## src/rtl/bitstream_mem_writer_if.sv

```systemverilog
// rtl/bitstream_mem_writer_if.sv - host bit stream and block-memory write port bundle
interface bitstream_mem_writer_if #(
    parameter int ADDR_W = 14
);
    logic              bit_in;
    logic              bit_valid;
    logic              bit_ready;
    logic              mem_ena;
    logic              mem_wea;
    logic [ADDR_W-1:0] mem_addra;
    logic              mem_dina;

    modport master (
        input  bit_in, bit_valid,
        output bit_ready, mem_ena, mem_wea, mem_addra, mem_dina
    );

    modport slave (
        output bit_in, bit_valid,
        input  bit_ready, mem_ena, mem_wea, mem_addra, mem_dina
    );
endinterface

```

## src/rtl/bitstream_mem_writer.sv

```systemverilog
// rtl/bitstream_mem_writer.sv - fills 1-bit block memory from LFSR/pattern/host and counts 1011 matches
module bitstream_mem_writer #(
    parameter int              ADDR_W    = 14,
    parameter logic [15:0]     LFSR_SEED = 16'hACE1,
    parameter logic [7:0]      PATTERN   = 8'b10110010
) (
    input  logic                      clock_100Mhz,
    input  logic                      reset,
    input  logic                      start_i,
    input  logic [1:0]                src_sel_i,
    input  logic [ADDR_W-1:0]         fill_len_i,
    bitstream_mem_writer_if.master    bus,
    output logic                      busy_o,
    output logic                      done_o,
    output logic [15:0]               golden_count_o
);
    typedef enum logic [1:0] {IDLE, LOAD, WRITE, DONE} state_t;
    typedef enum logic [1:0] {D_S0, D_S1, D_S2, D_S3} det_t;

    localparam logic [1:0] SRC_LFSR = 2'b00;
    localparam logic [1:0] SRC_PAT  = 2'b01;
    localparam logic [1:0] SRC_HOST = 2'b10;

    state_t            state_q, state_d;
    det_t              det_q, det_d;
    logic [ADDR_W-1:0] len_q, len_d;
    logic [ADDR_W-1:0] addr_q, addr_d;
    logic [1:0]        src_q, src_d;
    logic [15:0]       count_q, count_d;
    logic [15:0]       lfsr_q, lfsr_d;
    logic [2:0]        pidx_q, pidx_d;

    logic write_en;
    logic cur_bit;
    logic ready;

    always_ff @(posedge clock_100Mhz or posedge reset) begin
        if (reset) begin
            state_q <= IDLE;
            det_q   <= D_S0;
            len_q   <= '0;
            addr_q  <= '0;
            src_q   <= SRC_LFSR;
            count_q <= '0;
            lfsr_q  <= LFSR_SEED;
            pidx_q  <= 3'd0;
        end else begin
            state_q <= state_d;
            det_q   <= det_d;
            len_q   <= len_d;
            addr_q  <= addr_d;
            src_q   <= src_d;
            count_q <= count_d;
            lfsr_q  <= lfsr_d;
            pidx_q  <= pidx_d;
        end
    end

    always_comb begin
        state_d  = state_q;
        det_d    = det_q;
        len_d    = len_q;
        addr_d   = addr_q;
        src_d    = src_q;
        count_d  = count_q;
        lfsr_d   = lfsr_q;
        pidx_d   = pidx_q;
        write_en = 1'b0;
        cur_bit  = 1'b0;
        ready    = 1'b0;

        case (state_q)
            IDLE: begin
                if (start_i) begin
                    state_d = LOAD;
                    len_d   = fill_len_i;
                    // the reserved encoding behaves as the LFSR source
                    src_d   = (src_sel_i == 2'b11) ? SRC_LFSR : src_sel_i;
                end
            end
            LOAD: begin
                state_d = WRITE;
                addr_d  = '0;
                count_d = '0;
                det_d   = D_S0;
                lfsr_d  = LFSR_SEED;
                pidx_d  = 3'd7;
            end
            WRITE: begin
                ready    = (src_q == SRC_HOST);
                write_en = (src_q == SRC_HOST) ? bus.bit_valid : 1'b1;
                case (src_q)
                    SRC_HOST: cur_bit = bus.bit_in;
                    SRC_PAT:  cur_bit = PATTERN[pidx_q];
                    default:  cur_bit = lfsr_q[0];
                endcase
                if (write_en) begin
                    if (src_q == SRC_LFSR)
                        lfsr_d = {lfsr_q[0] ^ lfsr_q[2] ^ lfsr_q[3] ^ lfsr_q[5], lfsr_q[15:1]};
                    if (src_q == SRC_PAT)
                        pidx_d = pidx_q - 3'd1;
                    // matches restart from S0 so counted occurrences never overlap
                    case (det_q)
                        D_S0: det_d = cur_bit ? D_S1 : D_S0;
                        D_S1: det_d = cur_bit ? D_S1 : D_S2;
                        D_S2: det_d = cur_bit ? D_S3 : D_S0;
                        default: begin
                            det_d = cur_bit ? D_S0 : D_S2;
                            if (cur_bit && count_q != 16'hFFFF)
                                count_d = count_q + 16'd1;
                        end
                    endcase
                    if (addr_q == len_q)
                        state_d = DONE;
                    else
                        addr_d = addr_q + 1'b1;
                end
            end
            default: state_d = IDLE;
        endcase
    end

    assign bus.bit_ready   = ready;
    assign bus.mem_ena     = write_en;
    assign bus.mem_wea     = write_en;
    assign bus.mem_dina    = write_en & cur_bit;
    assign bus.mem_addra   = addr_q;
    assign busy_o          = (state_q != IDLE);
    assign done_o          = (state_q == DONE);
    assign golden_count_o  = count_q;
endmodule

```

## src/flat_wrapper.sv

```systemverilog
// flat-port wrapper written by rule: the top's interface ports become plain ports
module bitstream_mem_writer_flat 
#(
    parameter int              ADDR_W    = 14,
    parameter logic [15:0]     LFSR_SEED = 16'hACE1,
    parameter logic [7:0]      PATTERN   = 8'b10110010
)
  (clock_100Mhz, reset, start_i, src_sel_i, fill_len_i, busy_o, done_o, golden_count_o, bus_bit_in, bus_bit_valid, bus_bit_ready, bus_mem_ena, bus_mem_wea, bus_mem_addra, bus_mem_dina);
  bitstream_mem_writer_if #(.ADDR_W(ADDR_W)) bus_i ();
  input  logic clock_100Mhz;
  input  logic reset;
  input  logic start_i;
  input  logic [1:0] src_sel_i;
  input  logic [ADDR_W-1:0] fill_len_i;
  output logic busy_o;
  output logic done_o;
  output logic [15:0] golden_count_o;
  input wire logic [$bits(bus_i.bit_in)-1:0] bus_bit_in;
  input wire logic [$bits(bus_i.bit_valid)-1:0] bus_bit_valid;
  output wire logic [$bits(bus_i.bit_ready)-1:0] bus_bit_ready;
  output wire logic [$bits(bus_i.mem_ena)-1:0] bus_mem_ena;
  output wire logic [$bits(bus_i.mem_wea)-1:0] bus_mem_wea;
  output wire logic [$bits(bus_i.mem_addra)-1:0] bus_mem_addra;
  output wire logic [$bits(bus_i.mem_dina)-1:0] bus_mem_dina;
  assign bus_i.bit_in = bus_bit_in;
  assign bus_i.bit_valid = bus_bit_valid;
  assign bus_bit_ready = bus_i.bit_ready;
  assign bus_mem_ena = bus_i.mem_ena;
  assign bus_mem_wea = bus_i.mem_wea;
  assign bus_mem_addra = bus_i.mem_addra;
  assign bus_mem_dina = bus_i.mem_dina;
  bitstream_mem_writer #(.ADDR_W(ADDR_W), .LFSR_SEED(LFSR_SEED), .PATTERN(PATTERN)) u_core (.clock_100Mhz(clock_100Mhz), .reset(reset), .start_i(start_i), .src_sel_i(src_sel_i), .fill_len_i(fill_len_i), .bus(bus_i), .busy_o(busy_o), .done_o(done_o), .golden_count_o(golden_count_o));
endmodule
```

## config.mk

```make
export PLATFORM = sky130hd
export DESIGN_NAME = bitstream_mem_writer_flat
export DESIGN_NICKNAME = d
export VERILOG_FILES = /design/src/rtl/bitstream_mem_writer_if.sv /design/src/rtl/bitstream_mem_writer.sv /design/src/flat_wrapper.sv
export SDC_FILE = /design/constraint.sdc
export NUM_CORES = 1
export LEC_CHECK = 0
export CORE_MARGIN = 4
export CORE_UTILIZATION = 45
export CTS_CLUSTER_SIZE = 12
export DETAILED_ROUTE_END_ITERATION = 6
export PLACE_DENSITY = 0.72
export SETUP_SLACK_MARGIN = 0.3
export SYNTH_ARGS = -nofsm -noshare
export SYNTH_HDL_FRONTEND = slang
export SYNTH_SLANG_ARGS = --single-unit
```

## constraint.sdc

```tcl
create_clock -name clock_100Mhz -period 2.6 [get_ports clock_100Mhz]
set_input_delay 0.39 -clock clock_100Mhz [delete_from_list [all_inputs] [get_ports clock_100Mhz]]
set_output_delay 0.39 -clock clock_100Mhz [all_outputs]
set_load 0.005 [all_outputs]
```

# Yosys cells after proc, flatten, opt, wreduce, memory -nomap -nowiden
# Memories as Yosys holds them, arrays and structs flattened.
# Cells that the tools add are included.
# totals
reg_bits,69
latchBits,0
ramBits,0
rom_bits,8
out_inout_bits,36
memories,1
# memory_table
memory,depth,word_bits,rd,rd_clocked_by_memory_dff,wr,line,text
(name not given),8,1,1,0,0,bitstream_mem_writer.sv:94,SRC_PAT: cur_bit = PATTERN[pidx_q];
# op_classes
add_sub_neg,3
n_mul,0
n_div,0
order_cmp,1
eq_ne,18
n_shift,0
mux,32
bitwise,4
reduce_logical,14
# ops
operator,n
16-bit 2-to-1 mux,5
16-bit one-hot mux with 2 select lines,2
14-bit 2-to-1 mux,2
14-bit one-hot mux with 2 select lines,1
16-bit by 1-bit adder with 16-bit output (second input constant),1
2-bit 2-to-1 mux,8
16-bit != test (second input constant),1
14-bit by 1-bit adder with 14-bit output (second input constant),1
14-bit equality test,1
2-bit one-hot mux with 3 select lines,2
3-bit AND reduction,4
2-bit equality test (second input constant),5
2-bit by 1-bit != test with 1-bit output (second input constant),5
1-bit 2-to-1 mux,7
2-bit by 1-bit equality test with 1-bit output (second input constant),3
2-bit logical NOT,3
3-bit 2-to-1 mux,2
2-bit != test (second input constant),3
3-bit one-hot mux with 2 select lines,1
3-bit by 4-bit less-than comparator with 1-bit output (second input constant),1
2-bit one-hot mux with 2 select lines,1
2-bit AND reduction,2
4-bit AND reduction,1
2-bit nonzero test,2
6 further kinds,8

# Longest topological paths before layout
# logic_depth
word_depth,9
depth_mapped,9
mapped_depth_nobuf,7

# Least setup slack after synthesis
# Ideal clock, no wire load.
# synth_path
kind,register -> register
startpoint,reg u_core.state_q[0]
endpoint,"reg u_core.addr_q[9], in the netlist u_core.bus.mem_addra[9]"
setup_ns,0.078
t_arrival_ns,1.970
slack_ns,0.553
stages_incl_launch_ff,9
n_path_buf,1
period_less_slack_ns,2.047
cell_sequence,dfrtp_1 > inv_1 > ha_1 > and3b_1 > buf_6 > nor4_4 > nand2_1 > or4_1 > a21oi_1
# synth_via
elab_chain_cells,3
# synth_lines
item,line,text
from (decl),bitstream_mem_writer.sv:24,"state_t state_q, state_d;"
from (signal assigned),bitstream_mem_writer.sv:48,state_q <= state_d;
2-bit equality test or 2-bit by 1-bit equality test with 1-bit output (tied branches),bitstream_mem_writer.sv:72,case (state_q)
2-bit != test (no source line) (tied with other cells),n/a,
3-bit AND reduction (no source line),n/a,
to (signal assigned),bitstream_mem_writer.sv:51,addr_q <= addr_d;
to (decl),bitstream_mem_writer.sv:27,"logic [ADDR_W-1:0] addr_q, addr_d;"
# Parallel ways exist; a longest one is shown, timed or not.
# A chain may end at the register's enable or synchronous reset.

# Worst setup path in the final report
# layout_path
startpoint,reg u_core.src_q[1]
endpoint,out bus_mem_dina
# layout_via
elab_chain_cells,5
# layout_lines
item,line,text
from (decl),bitstream_mem_writer.sv:28,"logic [1:0] src_q, src_d;"
from (signal assigned),bitstream_mem_writer.sv:52,src_q <= src_d;
2-bit by 1-bit equality test with 1-bit output or 2-bit equality test (tied branches),"bitstream_mem_writer.sv:92, bitstream_mem_writer.sv:91",
1-bit one-hot mux with 2 select lines,bitstream_mem_writer.sv:92,case (src_q)
1-bit 2-to-1 mux (2 in a row),bitstream_mem_writer.sv:72,
1-bit bitwise AND (*),bitstream_mem_writer.sv:126,assign bus.mem_dina = write_en & cur_bit;
to (decl),flat_wrapper.sv:24,output wire logic [$bits(bus_i.mem_dina)-1:0] bus_mem_dina;
# Every way passes the cells marked *; elsewhere a longest branch is shown, timed or not. The select of a mux whose other input is x is not followed.

==> reports/results.tsv <==
metric	value	unit
ys_seq_area_share	45.4	%
die_w	100	µm
crit_path_start	u_core.src_q[1]	
synth_top_area_share	39.9	%
synth_area_per_cell	9.86	µm²
syn-num-nets	421	
outcome	completed	
worstRegToRegCells	7	
critPathMaxFanout	5	
synth_warnings	0	
reg2reg_to	u_core.golden_count_o[11]	
drt_wl_total	9310	µm
ant_nets	0	
grt-ovfl-total	0	
design.core.area	8260	µm²
synthFlopType	dfrtp_1	
p_sw_share	21.3	%
holdBufCountCts	0	
drtIter0Drc	169	
routed_via_density	5.90	
n_antenna_cell	0	
cts-buffers-inserted	9	
finalHoldViolations	0	
io_buffers	56	
drc	0	
syn_to_final_growth	27.5	%
grt_usage	19.1	%
grt_pass1_vias	3186	
maxSlewViolCount	0	
cp-end-kind	output port	
cts_buffer_depth	2	
path_clk_slew	70	ps
antenna_found_initial	0	
clkSinkCount	69	
power_density	417	nW/µm²
finClkSkew	9.46	ps
final_cell_area	4880	µm²
cts_tree	yes	
async_flop_share	100	%
start_util	46.3	%
cap_viol_max_count	0	
arrival	1830	ps
setup_viol	0	
finalCritPeriodShare	85.2	%
seqPwrFrac	52.7	%
ys_ff_latch	69	
r2r_start	u_core.src_q[1]	
min_path_type	in -> async	
ys_types	56	
cts-root-buf	clkbuf_8	
post_route_cells_drive_above_1_share	16.2	%
nets	492	
p_leak	2.11	nW
clk_latency	340	ps
power_frac_clock	44.4	%
required	2210	ps
place_hpwl	6410	µm
max-vdd-ir-drop	0.219	mV
io_pins	57	
setup_tns	0	ps
internal_power	0.00160	W
grt_max_degree	70	
critPathKind	reg -> out	
syn_inst	388	
dpl_cell_area	4550	µm²
die_height	100	µm
synth-edff-count	0	
max_freq	451	MHz
start_kind	flip-flop	
rows	33	
relSlewSlack	49.2	%
grt_pass1_wl	15500	µm
place_congestion	0.828	
fin_crit	2220	ps
syn_area	3820	µm²
synth_area_leaders	dfrtp_1, dfstp_2, mux2_2	
post_drt_wl_per_cell	16.4	µm
p_sw	0.000434	W
rsz0062_at_grt	yes	
worst_pin_slew	759	ps
final_cell_mix	dfrtp_1, clkdlybuf4s50_1, nand2_1, nand3_1, a21oi_1	
num_vias	3356	
finalPower	0.00204	W
synth_top_area_cell	dfrtp_1	
htreeDepth	3	
final_common_cell	dfrtp_1	
dr.pass1.iters	5	
ff2ff_setup_slack	430	ps
comb_power_share	2.9	%
die-area	10000	µm²
-- Yosys cell counts (3+ instances only) --
library cell,number
mux2_2,14
dfstp_2,8
clkbuf_1,7
and3_1,6
nand2b_1,6
o211ai_1,9
nand2_1,37
a22o_1,10
xnor2_1,15
a41oi_1,4
o21ai_1,6
buf_2,4
nor2b_1,3
a31oi_1,7
or4_1,6
or3_1,4
nand3_1,23
nor3_1,8
a21oi_1,19
o22a_1,9
ha_1,12
inv_1,15
nor3b_1,3
nand4_1,16
dfrtp_1,61
a31o_1,4
and4_1,4
o21ai_0,12
mux2i_1,3
nor2_1,17
-- power by group through the flow --
stage	Clock (W)	Sequential, W	Combinational (W)
2_1_floorplan	0	0.00109	0.0000172
3_3_place_gp	0	0.00109	0.0000595
3_5_place_dp	0	0.00109	0.0000598
4_1_cts	0.000921	0.00107	0.0000603
5_1_grt	0.000973	0.00107	0.0000658
6_report	0.000904	0.00107	0.0000586
-- worst max path at each step --
stage / to / cells past startpoint
after detailed placement: bus_mem_dina / 4
after global routing: bus_mem_dina / 6
after CTS: bus_mem_dina / 6
final: bus_mem_dina / 6
after floorplan: u_core.bus.mem_addra[0] / 1
after global placement: bus_mem_dina / 4
-- flip-flops by register name (all words and copies together), names as in the netlist --
register / count
u_core.golden_count_o: 16
u_core.lfsr_q: 16
u_core.bus.mem_addra: 14
u_core.len_q: 14
u_core.pidx_q: 3
u_core.det_q: 2
u_core.src_q: 2
u_core.state_q: 2
-- per-layer routing --
layer / global-route usage, % / share of wire, % / vias to the layer above
li1: - / - / 1595
met1: 26.1 / 46 / 1658
met2: 31.1 / 48 / 91
met3: 3.13 / 4.6 / 12
met4: 6.11 / 1.4 / 0
met5: 0 / 0 / -
-- timing repair --
item / in CTS / in global routing
setup buffers: 2 / 4
setup endpoints to repair: 4 / 9
hold endpoints to repair: 0 / 0
pin swaps: 2 / 2
gates resized for setup: 13 / 9
-- critical path: stages (launching register included) --
cell           delay, ps
dfrtp_1              420
inv_1                130
ha_4                 240
nor2b_2              200
a31oi_4               70
a21oi_2              170
dlygate4sd2_1        250
-- through the flow --
stage	instances	hold WS, ps	worst slack [ps]	util, %
2_1_floorplan	388	462	483	-
3_3_place_gp	547	477	339	55.1
3_5_place_dp	547	488	324	55.1
4_1_cts	565	454	289	58.4
5_1_grt	569	482	272	59.1
6_report	569	444	385	59.1
-- final cells by class --
cell class              count  area, µm²
clock inverters             3       43.8
fillers                   718       3380
multi-input cells         288       2020
inverters                  17       63.8
well taps                 105        131
clock buffers              13        159
flip-flops and latches     69       1740
repair buffers             74        724
-- logic make-up after synthesis --
group	synth area share, %
flops	45.4
compound gates	18.2
xor+xnor	3.89
fa+ha+maj	3.93
buf+inv	3.57
simple gates	20.2
mux	4.91
(Power assumes the default switching activity.)
